File: src/rtl/conv_pkg.sv
// Shared definitions for the convolution datapath: FSM state encoding and IFMAP tag bit positions.
package conv_pkg;

  localparam int IFMAP_ELEMENT_WIDTH = 8;
  localparam int SOR_BIT = IFMAP_ELEMENT_WIDTH + 1;
  localparam int EOR_BIT = IFMAP_ELEMENT_WIDTH;

  typedef enum logic [2:0] {
    IDLE,
    REQ,
    CAP,
    SEND,
    DONE
  } feeder_state_t;

endpackage

File: src/rtl/feeder_addr_gen.sv
// Row/column counters and running read address for the ifmap feeder; derives sor/eor/last tags.
module feeder_addr_gen #(
  parameter int ADDR_WIDTH    = 8,
  parameter int ROW_LEN_WIDTH = 5
) (
  input  logic                     clk,
  input  logic                     rst,
  input  logic                     load,
  input  logic                     advance,
  input  logic [ADDR_WIDTH-1:0]    base_addr,
  input  logic [ROW_LEN_WIDTH-1:0] row_len,
  input  logic [ROW_LEN_WIDTH-1:0] num_rows,
  output logic [ADDR_WIDTH-1:0]    addr,
  output logic                     sor,
  output logic                     eor,
  output logic                     last
);

  localparam logic [ROW_LEN_WIDTH-1:0] CNT_ONE  = 1;
  localparam logic [ADDR_WIDTH-1:0]    ADDR_ONE = 1;

  logic [ROW_LEN_WIDTH-1:0] col;
  logic [ROW_LEN_WIDTH-1:0] row;
  logic [ROW_LEN_WIDTH-1:0] col_last;
  logic [ROW_LEN_WIDTH-1:0] row_last;

  // Terminal counts are latched at load so later changes on the inputs cannot disturb a transfer.
  always_ff @(posedge clk) begin
    if (rst) begin
      col      <= '0;
      row      <= '0;
      col_last <= '0;
      row_last <= '0;
      addr     <= '0;
    end else if (load) begin
      col      <= '0;
      row      <= '0;
      col_last <= row_len - CNT_ONE;
      row_last <= num_rows - CNT_ONE;
      addr     <= base_addr;
    end else if (advance) begin
      addr <= addr + ADDR_ONE;
      if (col == col_last) begin
        col <= '0;
        row <= row + CNT_ONE;
      end else begin
        col <= col + CNT_ONE;
      end
    end
  end

  assign sor  = (col == '0);
  assign eor  = (col == col_last);
  assign last = eor && (row == row_last);

endmodule

File: src/rtl/ifmap_stream_feeder.sv
// Streams ifmap elements from a sync-read SRAM to the IFMAP buffer as {sor, eor, data} words.
// Optional build macro FEEDER_STATS_EN adds the words_sent accepted-word counter port.
module ifmap_stream_feeder
  import conv_pkg::*;
#(
  parameter int ELEMENT_WIDTH = 8,
  parameter int ADDR_WIDTH    = 8,
  parameter int ROW_LEN_WIDTH = 5
) (
  input  logic                     clk,
  input  logic                     rst,
  input  logic                     start,
  input  logic [ADDR_WIDTH-1:0]    base_addr,
  input  logic [ROW_LEN_WIDTH-1:0] row_len,
  input  logic [ROW_LEN_WIDTH-1:0] num_rows,
  output logic [ADDR_WIDTH-1:0]    mem_addr,
  output logic                     mem_rd_en,
  input  logic [ELEMENT_WIDTH-1:0] mem_data,
  output logic [ELEMENT_WIDTH+1:0] IFMAP,
  output logic                     write_en_IFMAP,
  input  logic                     ifmap_full,
  output logic                     busy,
  output logic                     done
`ifdef FEEDER_STATS_EN
  ,
  output logic [15:0]              words_sent
`endif
);

  feeder_state_t state;
  logic          load;
  logic          accept;
  logic          sor;
  logic          eor;
  logic          last;
  logic          zero_len;

  assign zero_len       = (row_len == '0) || (num_rows == '0);
  assign load           = (state == IDLE) && start;
  // Combinational so a full consumer suppresses the strobe in the same cycle.
  assign write_en_IFMAP = (state == SEND) && !ifmap_full;
  assign accept         = write_en_IFMAP;

  feeder_addr_gen #(
    .ADDR_WIDTH   (ADDR_WIDTH),
    .ROW_LEN_WIDTH(ROW_LEN_WIDTH)
  ) u_addr_gen (
    .clk      (clk),
    .rst      (rst),
    .load     (load),
    .advance  (accept),
    .base_addr(base_addr),
    .row_len  (row_len),
    .num_rows (num_rows),
    .addr     (mem_addr),
    .sor      (sor),
    .eor      (eor),
    .last     (last)
  );

  // NOTE: every register here uses <= so each branch sees pre-edge values regardless of order.
  always_ff @(posedge clk) begin
    if (rst) begin
      state     <= IDLE;
      mem_rd_en <= 1'b0;
      IFMAP     <= '0;
      busy      <= 1'b0;
      done      <= 1'b0;
    end else begin
      case (state)
        IDLE: begin
          if (start) begin
            busy <= 1'b1;
            if (zero_len) begin
              state <= DONE;
              done  <= 1'b1;
            end else begin
              state     <= REQ;
              mem_rd_en <= 1'b1;
            end
          end
        end
        REQ: begin
          mem_rd_en <= 1'b0;
          state     <= CAP;
        end
        CAP: begin
          IFMAP <= {sor, eor, mem_data};
          state <= SEND;
        end
        SEND: begin
          if (accept) begin
            if (last) begin
              state <= DONE;
              done  <= 1'b1;
            end else begin
              state     <= REQ;
              mem_rd_en <= 1'b1;
            end
          end
        end
        DONE: begin
          done  <= 1'b0;
          busy  <= 1'b0;
          state <= IDLE;
        end
        default: state <= IDLE;
      endcase
    end
  end

`ifdef FEEDER_STATS_EN
  always_ff @(posedge clk) begin
    if (rst || load) begin
      words_sent <= '0;
    end else if (accept && (words_sent != 16'hFFFF)) begin
      words_sent <= words_sent + 16'd1;
    end
  end
`endif

endmodule

File: config.mk
export PLATFORM = sky130hd
export DESIGN_NAME = ifmap_stream_feeder
export DESIGN_NICKNAME = d
export VERILOG_FILES = /design/src/rtl/conv_pkg.sv /design/src/rtl/feeder_addr_gen.sv /design/src/rtl/ifmap_stream_feeder.sv
export SDC_FILE = /design/constraint.sdc
export NUM_CORES = 1
export LEC_CHECK = 0
export CORE_MARGIN = 2
export CORE_UTILIZATION = 51
export CTS_BUF_LIST = sky130_fd_sc_hd__clkbuf_8
export DETAILED_ROUTE_END_ITERATION = 8
export PLACE_DENSITY = 0.81
export SKIP_LAST_GASP = 1
export SLEW_MARGIN = 5
export SYNTH_ARGS = -nofsm -noshare
export SYNTH_HDL_FRONTEND = slang
export SYNTH_HIERARCHICAL = 1
export SYNTH_SLANG_ARGS = --single-unit
File: constraint.sdc
create_clock -name clk -period 2.4 [get_ports clk]
set_input_delay 0.24 -clock clk [delete_from_list [all_inputs] [get_ports clk]]
set_output_delay 0.24 -clock clk [all_outputs]
set_load 0.03 [all_outputs]
==> flow_metrics.py, run 1 <==
metrics = {
    "routing": {
        "drc": 0,
        "detail_route.vias_per_cell": 5.576,
        "wire_per_inst_um": 13.86,
        "vias": 1946,
        "firstDrtPassIters": 4,
        "drtIter0Drc": 59,
        "final_antenna_net_count": 0,
        "wl_um": 4836,
    },
    "sta": {
        "hold_viol": 0,
        "fin_setup_tns_ns": 0,
        "fin_crit_ns": 2.118,
        "fin_crit_sh_pct": 88.27,
        "tightest_slew_ns": 0.3884,
        "rsz0062_at_grt": "false",
        "max_freq_mhz": 472.0,
        "slew_violations": 0,
        "setup_ws_ns": 0.2815,
        "whs_ns": 0.5012,
        "relSlewSlack_pct": 73.74,
        "setup_viol": 0,
        "fin_worst_skew_ns": 0.002611,
    },
    "placement": {
        "gp_congestion": 0.7897,
        "io_buffers": 51,
        "pre_cts_ws_ns": 0.2709,
        "dp_hpwl_um": 3611,
    },
    "clock_tree": {
        "cts_tree": "done",
        "cts-buffers-inserted": 5,
        "insertion_delay_ns": 0.29,
        "cts_root_buf": "clkbuf_8",
        "hold_buffers": 0,
        "clock_sinks": 44,
        "ctsResizeCount": 0,
        "cts_setup_buffers": 0,
        "clk_transition_reported_paths_ns": 0.08,
        "cts_max_path_buffers": 2,
        "h-tree-depth": 2,
    },
    "logic_synthesis": {
        "async_reset_ff_share_pct": 0,
        "ys.flop_type": "dfxtp_1",
        "synth_fp_nets": 288,
        "yosysTopAreaCell": "dfxtp_1",
        "ys_seq_area_share_pct": 39.71,
        "syn_inst": 252,
        "ys_ff_latch": 44,
        "ys_types": 47,
        "syn_avg_cell_area_um2": 8.803,
        "ys_top_cells_by_area": "dfxtp_1, mux2i_1, nor2_1",
        "synth_edf_count": 0,
        "ys_warn_count": 6,
        "yosys.area.top_type_share_pct": 39.71,
        "syn_area_mm2": 0.002218,
    },
    "power": {
        "p_seq_share_pct": 41.2,
        "p_sw_mw": 0.9195,
        "ir_worst_vdd_uv": 518.9,
        "switching_share_pct": 37.70,
        "p_leak_nw": 1.076,
        "power.density_mw_per_mm2": 855.3,
        "clockPowerShare_pct": 17.9,
        "p_comb_share_pct": 40.9,
        "power.internal_mw": 1.519,
    },
    "setup_path": {
        "required_ns": 2.16,
        "path_cells": "and4bb_1 > clkdlybuf4s50_1",
        "crit_slowest_cell": "clkdlybuf4s50_1",
        "max_stage_delay_ns": 0.71,
        "startpoint_type": "register",
        "path_max_fanout": 10,
        "critical_path_class": "reg2out",
        "crit_arrival_ns": 1.88,
        "endpoint_kind": "output port",
        "r2r_slack_ns": 0.47,
    },
    "floorplan": {
        "start_util_pct": 54.29,
        "core_mm2": 0.004086,
        "die_x_um": 69.95,
        "io-pin-count": 52,
        "fp.dieH_um": 69.95,
        "rows": 23,
        "die-area_mm2": 0.004893,
    },
    "cells_and_area": {
        "n_antenna_cell": 0,
        "drive_gt1_share_pct": 6.020,
        "multi_input_area_mm2": 0.001221,
        "ff_latch_area_um2": 880.8,
        "final_common_cell": "clkdlybuf4s50_1",
        "nets": 335,
        "mostFrequentLayoutCells": "clkdlybuf4s50_1, dfxtp_1, nor2_1",
        "fillers": 326,
        "syn_to_final_growth_pct": 28.54,
    },
    "job": {
        "cap_violations": 0,
    },
    "grt": {
        "grt_pass1_wl_um": 8204,
        "antenna_found_initial": 0,
        "grtUsageTotal_pct": 20.65,
        "gr-total-overflow": 0,
        "grt_pass1_vias": 1863,
        "grt_max_degree": 36,
    },
    "status": {
        "status": "complete, no violations",
    },
    "hold_path": {
        "hold_path.class": "reg2reg",
    },
}
==> path summary, 6_finish.rpt <==
kind / from / end / cells past startpoint
max: state[0] / write_en_IFMAP / 2
min: IFMAP[9] / IFMAP[9] / 2
max reg2reg: state[0] / u_addr_gen/row[4] / 4
min reg2reg: IFMAP[9] / IFMAP[9] / 2
==> Yosys cell counts (2+ instances only) <==
cell type / number
dfxtp_1: 44
nor2_1: 37
mux2i_1: 14
xor2_1: 14
inv_1: 13
xnor2_1: 13
a21oi_1: 11
clkbuf_1: 11
a211oi_1: 10
nor3_1: 9
nand3_1: 8
nand2_1: 7
ha_1: 6
nand4_1: 4
o21ai_0: 4
o31ai_1: 4
or4_1: 4
buf_2: 3
nor3b_1: 3
o21a_1: 3
and3_1: 2
nor2b_1: 2
nor4_1: 2
==> critical path: cells and delay by family (launching register included) <==
kind                   cells  cell delay [ns]
buffers and inverters      1             0.71
DFF                        1             0.53
and+or+nand+nor            1             0.35
==> layout make-up <==
class	instances	share of cell area, %
timing repair buffer	56	19.66
clock buffer	5	2.413
multi-input combinational	179	42.83
tap	50	2.194
clock inverter	2	0.3072
inverter	13	1.711
sequential	44	30.89
==> metal layers <==
layer,global-route usage [%],share of wire (%),vias to the layer above,routed length [um]
met1,26.14,47,908,2266
li1,-,-,978,-
met2,33.44,45,50,2200
met3,5.339,5.7,10,275
met4,8.333,1.9,0,93
met5,0,0,-,0
==> stage by stage <==
step / total power, mW / area [um2] / instances / utilization, %
after detailed placement: 2.012 / 2774 / 342 / 67.88
after global placement: 1.991 / 2774 / 342 / 67.88
after CTS: 2.454 / 2851 / 349 / 69.78
final: 2.439 / 2851 / 349 / 69.78
after global routing: 2.588 / 2851 / 349 / 69.78
after floorplan: 1.692 / 2218 / 252 / -
==> sequential cells by signal (all words and copies together) (netlist names), 3 cells and up <==
| name | flops |
|---|---|
| u_addr_gen/col | 5 |
| state | 3 |
| u_addr_gen/addr | 8 |
| u_addr_gen/col_last | 5 |
| u_addr_gen/row | 5 |
| IFMAP | 10 |
| u_addr_gen/row_last | 5 |
==> power groups by stage <==
stage	Combinational (mW)	Clock, mW	Sequential [mW]
2_1_floorplan	0.580	0	1.11
3_3_place_gp	0.976	0	1.01
3_5_place_dp	0.994	0	1.02
4_1_cts	1.00	0.450	1.00
5_1_grt	1.09	0.475	1.03
6_report	0.998	0.436	1.01
==> cell families (layout without fill, tap and decap cells) <==
family,after synthesis,count (layout),share of synthesized area [%]
flip-flops,44,44,39.71
XOR/XNOR,27,27,10.66
buffers and inverters,29,76,5.584
adder cells (fa/ha/maj),6,6,3.384
AO/OA/AOI/OAI,43,43,13.54
AND/OR/NAND/NOR,89,89,20.81
multiplexers,14,14,6.317
Power figures use the tool's default switching activity.
==> inputs of run 2 (changes only) <==
- CORE_UTILIZATION: 51 -> 45
- PLACE_DENSITY: 0.81 -> 0.73
==> run 2 against run 1 <==
  * Via count decreased by 1.8%
  * Critical path type is now reg2reg
  * Combinational power is 2.5% lower
  * Flip-flop and latch count is the same
  * Register-to-register slack improved by 0.07 ns
  * Core utilization decreased by 8.2 points
  * Die area up 13%
==> flow_metrics.py, run 2 (synthesis gave the netlist of run 1 again) <==
metrics = {
    "routing": {
        "vias": 1910,
        "final_antenna_net_count": 0,
        "wl_um": 4759,
        "wire_per_inst_um": 12.97,
        "firstDrtPassIters": 4,
        "drc": 0,
        "drtIter0Drc": 75,
        "detail_route.vias_per_cell": 5.204,
    },
    "power": {
        "p_leak_nw": 1.093,
        "ir_worst_vdd_uv": 511.9,
        "power.density_mw_per_mm2": 894.3,
        "finalPower_mw": 2.599,
    },
    "grt": {
        "grt_max_degree": 25,
        "gr-total-overflow": 0,
        "grt_pass1_wl_um": 8183,
        "antenna_found_initial": 0,
        "grt_pass1_vias": 1779,
        "grtUsageTotal_pct": 19.36,
    },
    "placement": {
        "io_buffers": 51,
        "dp_hpwl_um": 3583,
        "gp_congestion": 0.7911,
        "dpl.cell_count": 359,
    },
    "sta": {
        "fin_crit_sh_pct": 77.33,
        "tightest_slew_ns": 0.4326,
        "max_freq_mhz": 538.9,
        "fin_worst_skew_ns": 0.005305,
        "fin_crit_ns": 1.856,
        "rsz0062_at_grt": "false",
        "setup_viol": 0,
        "slew_violations": 0,
        "hold_viol": 0,
        "fin_setup_tns_ns": 0,
        "relSlewSlack_pct": 70.75,
    },
    "floorplan": {
        "die-area_mm2": 0.005507,
        "rows": 25,
        "die_x_um": 74.21,
        "io-pin-count": 52,
        "start_util_pct": 46.97,
        "core_mm2": 0.004723,
        "fp.dieH_um": 74.21,
    },
    "clock_tree": {
        "cts_setup_buffers": 0,
        "cts_max_path_buffers": 2,
        "h-tree-depth": 2,
        "cts_tree": "done",
        "insertion_delay_ns": 0.30,
        "hold_buffers": 0,
        "cts-buffers-inserted": 5,
        "ctsResizeCount": 0,
        "clock_sinks": 44,
        "clk_transition_reported_paths_ns": 0.08,
        "cts_root_buf": "clkbuf_8",
    },
    "cells_and_area": {
        "largest-register": "IFMAP",
        "syn_to_final_growth_pct": 31.02,
        "top_regs": "IFMAP: 10 flops, u_addr_gen/addr: 8 flops",
        "drive_gt1_share_pct": 7.000,
        "final_common_cell": "clkdlybuf4s50_1",
        "n_antenna_cell": 0,
        "largest_register_ffs": 10,
        "nets": 335,
        "fin_cells": 367,
        "mostFrequentLayoutCells": "clkdlybuf4s50_1, dfxtp_1, nor2_1, mux2i_1, xor2_1",
    },
    "setup_path": {
        "path_cells": "xor2_1 > nor3_1 > and3_1 > and4_1 > nor4bb_1 > o21ai_0 > a2bb2oi_1",
        "r2r-start": "u_addr_gen/col[0]",
        "required_ns": 2.63,
        "max_stage_delay_ns": 0.42,
        "path_max_fanout": 5,
        "startpoint_type": "register",
        "crit_slowest_cell": "dfxtp_1",
        "endpoint_kind": "register",
        "critical_path_class": "reg2reg",
        "crit_arrival_ns": 2.09,
        "critPathLaunch": "u_addr_gen/col[0]",
    },
    "hold_path": {
        "worstHoldStart": "busy",
        "hold_path.class": "reg2reg",
    },
    "job": {
        "cap_violations": 0,
    },
    "status": {
        "status": "complete, no violations",
    },
}
run 2: cell count changes in the layout (fill, tap and decap cells not counted), sizes merged:
| cell | before | now |
|---|---|---|
| clkbuf | 5 | 7 |
| buf | 5 | 6 |
| bufinv | 0 | 1 |
| clkdlybuf4s50 | 51 | 50 |
| clkinv | 1 | 0 |
| inv | 14 | 13 |
run 2: area by class of cell:
| class | count | area [um2] |
|---|---|---|
| clock inverters | 1 | 30.03 |
| fillers | 417 | 1817 |
| clock buffers | 7 | 96.34 |
| repair buffers | 56 | 545.5 |
| flip-flops and latches | 44 | 880.8 |
| inverters | 13 | 48.80 |
| well taps | 67 | 83.83 |
| multi-input cells | 179 | 1221 |
run 2: through the flow:
stage	util [%]	worst slack (ns)	hold slack, ns	instance area (um2)
final	61.54	0.5442	0.4910	2907
after CTS	61.54	0.5460	0.4927	2907
after detailed placement	58.86	0.3311	0.4721	2780
after global placement	58.86	0.3845	0.4725	2780
after floorplan	-	0.3075	0.3187	2218
after global routing	61.54	0.3050	0.5256	2907
run 2: power by group:
part | internal [mW] | switching, mW | total [mW]
sequential | 0.869 | 0.140 | 1.01
combinational | 0.447 | 0.527 | 0.973
clock | 0.367 | 0.250 | 0.617
total | 1.68 | 0.916 | 2.60
run 2: critical path, delay by kind of cell, from the launching register on:
family / cells / cell delay, ns
AND/OR/NAND/NOR: 4 / 0.85
flip-flops: 1 / 0.42
XOR/XNOR: 1 / 0.26
AO/OA/AOI/OAI: 2 / 0.26
run 2: worst paths after layout:
check	cells past startpoint	slack, ns	endpoint
worst min register to register	2	0.49	busy
worst max-delay path	7	0.54	mem_rd_en
worst min-delay path	2	0.49	busy
worst max register to register	7	0.54	mem_rd_en
run 2: per-layer routing:
metal  wire [um]  up-vias  global-route usage (%)
met4          92        0                   8.333
met5           0        -                       0
met2        2227       38                   30.85
met1        2250      883                   25.17
met3         189        7                   4.607
li1            -      982                       -
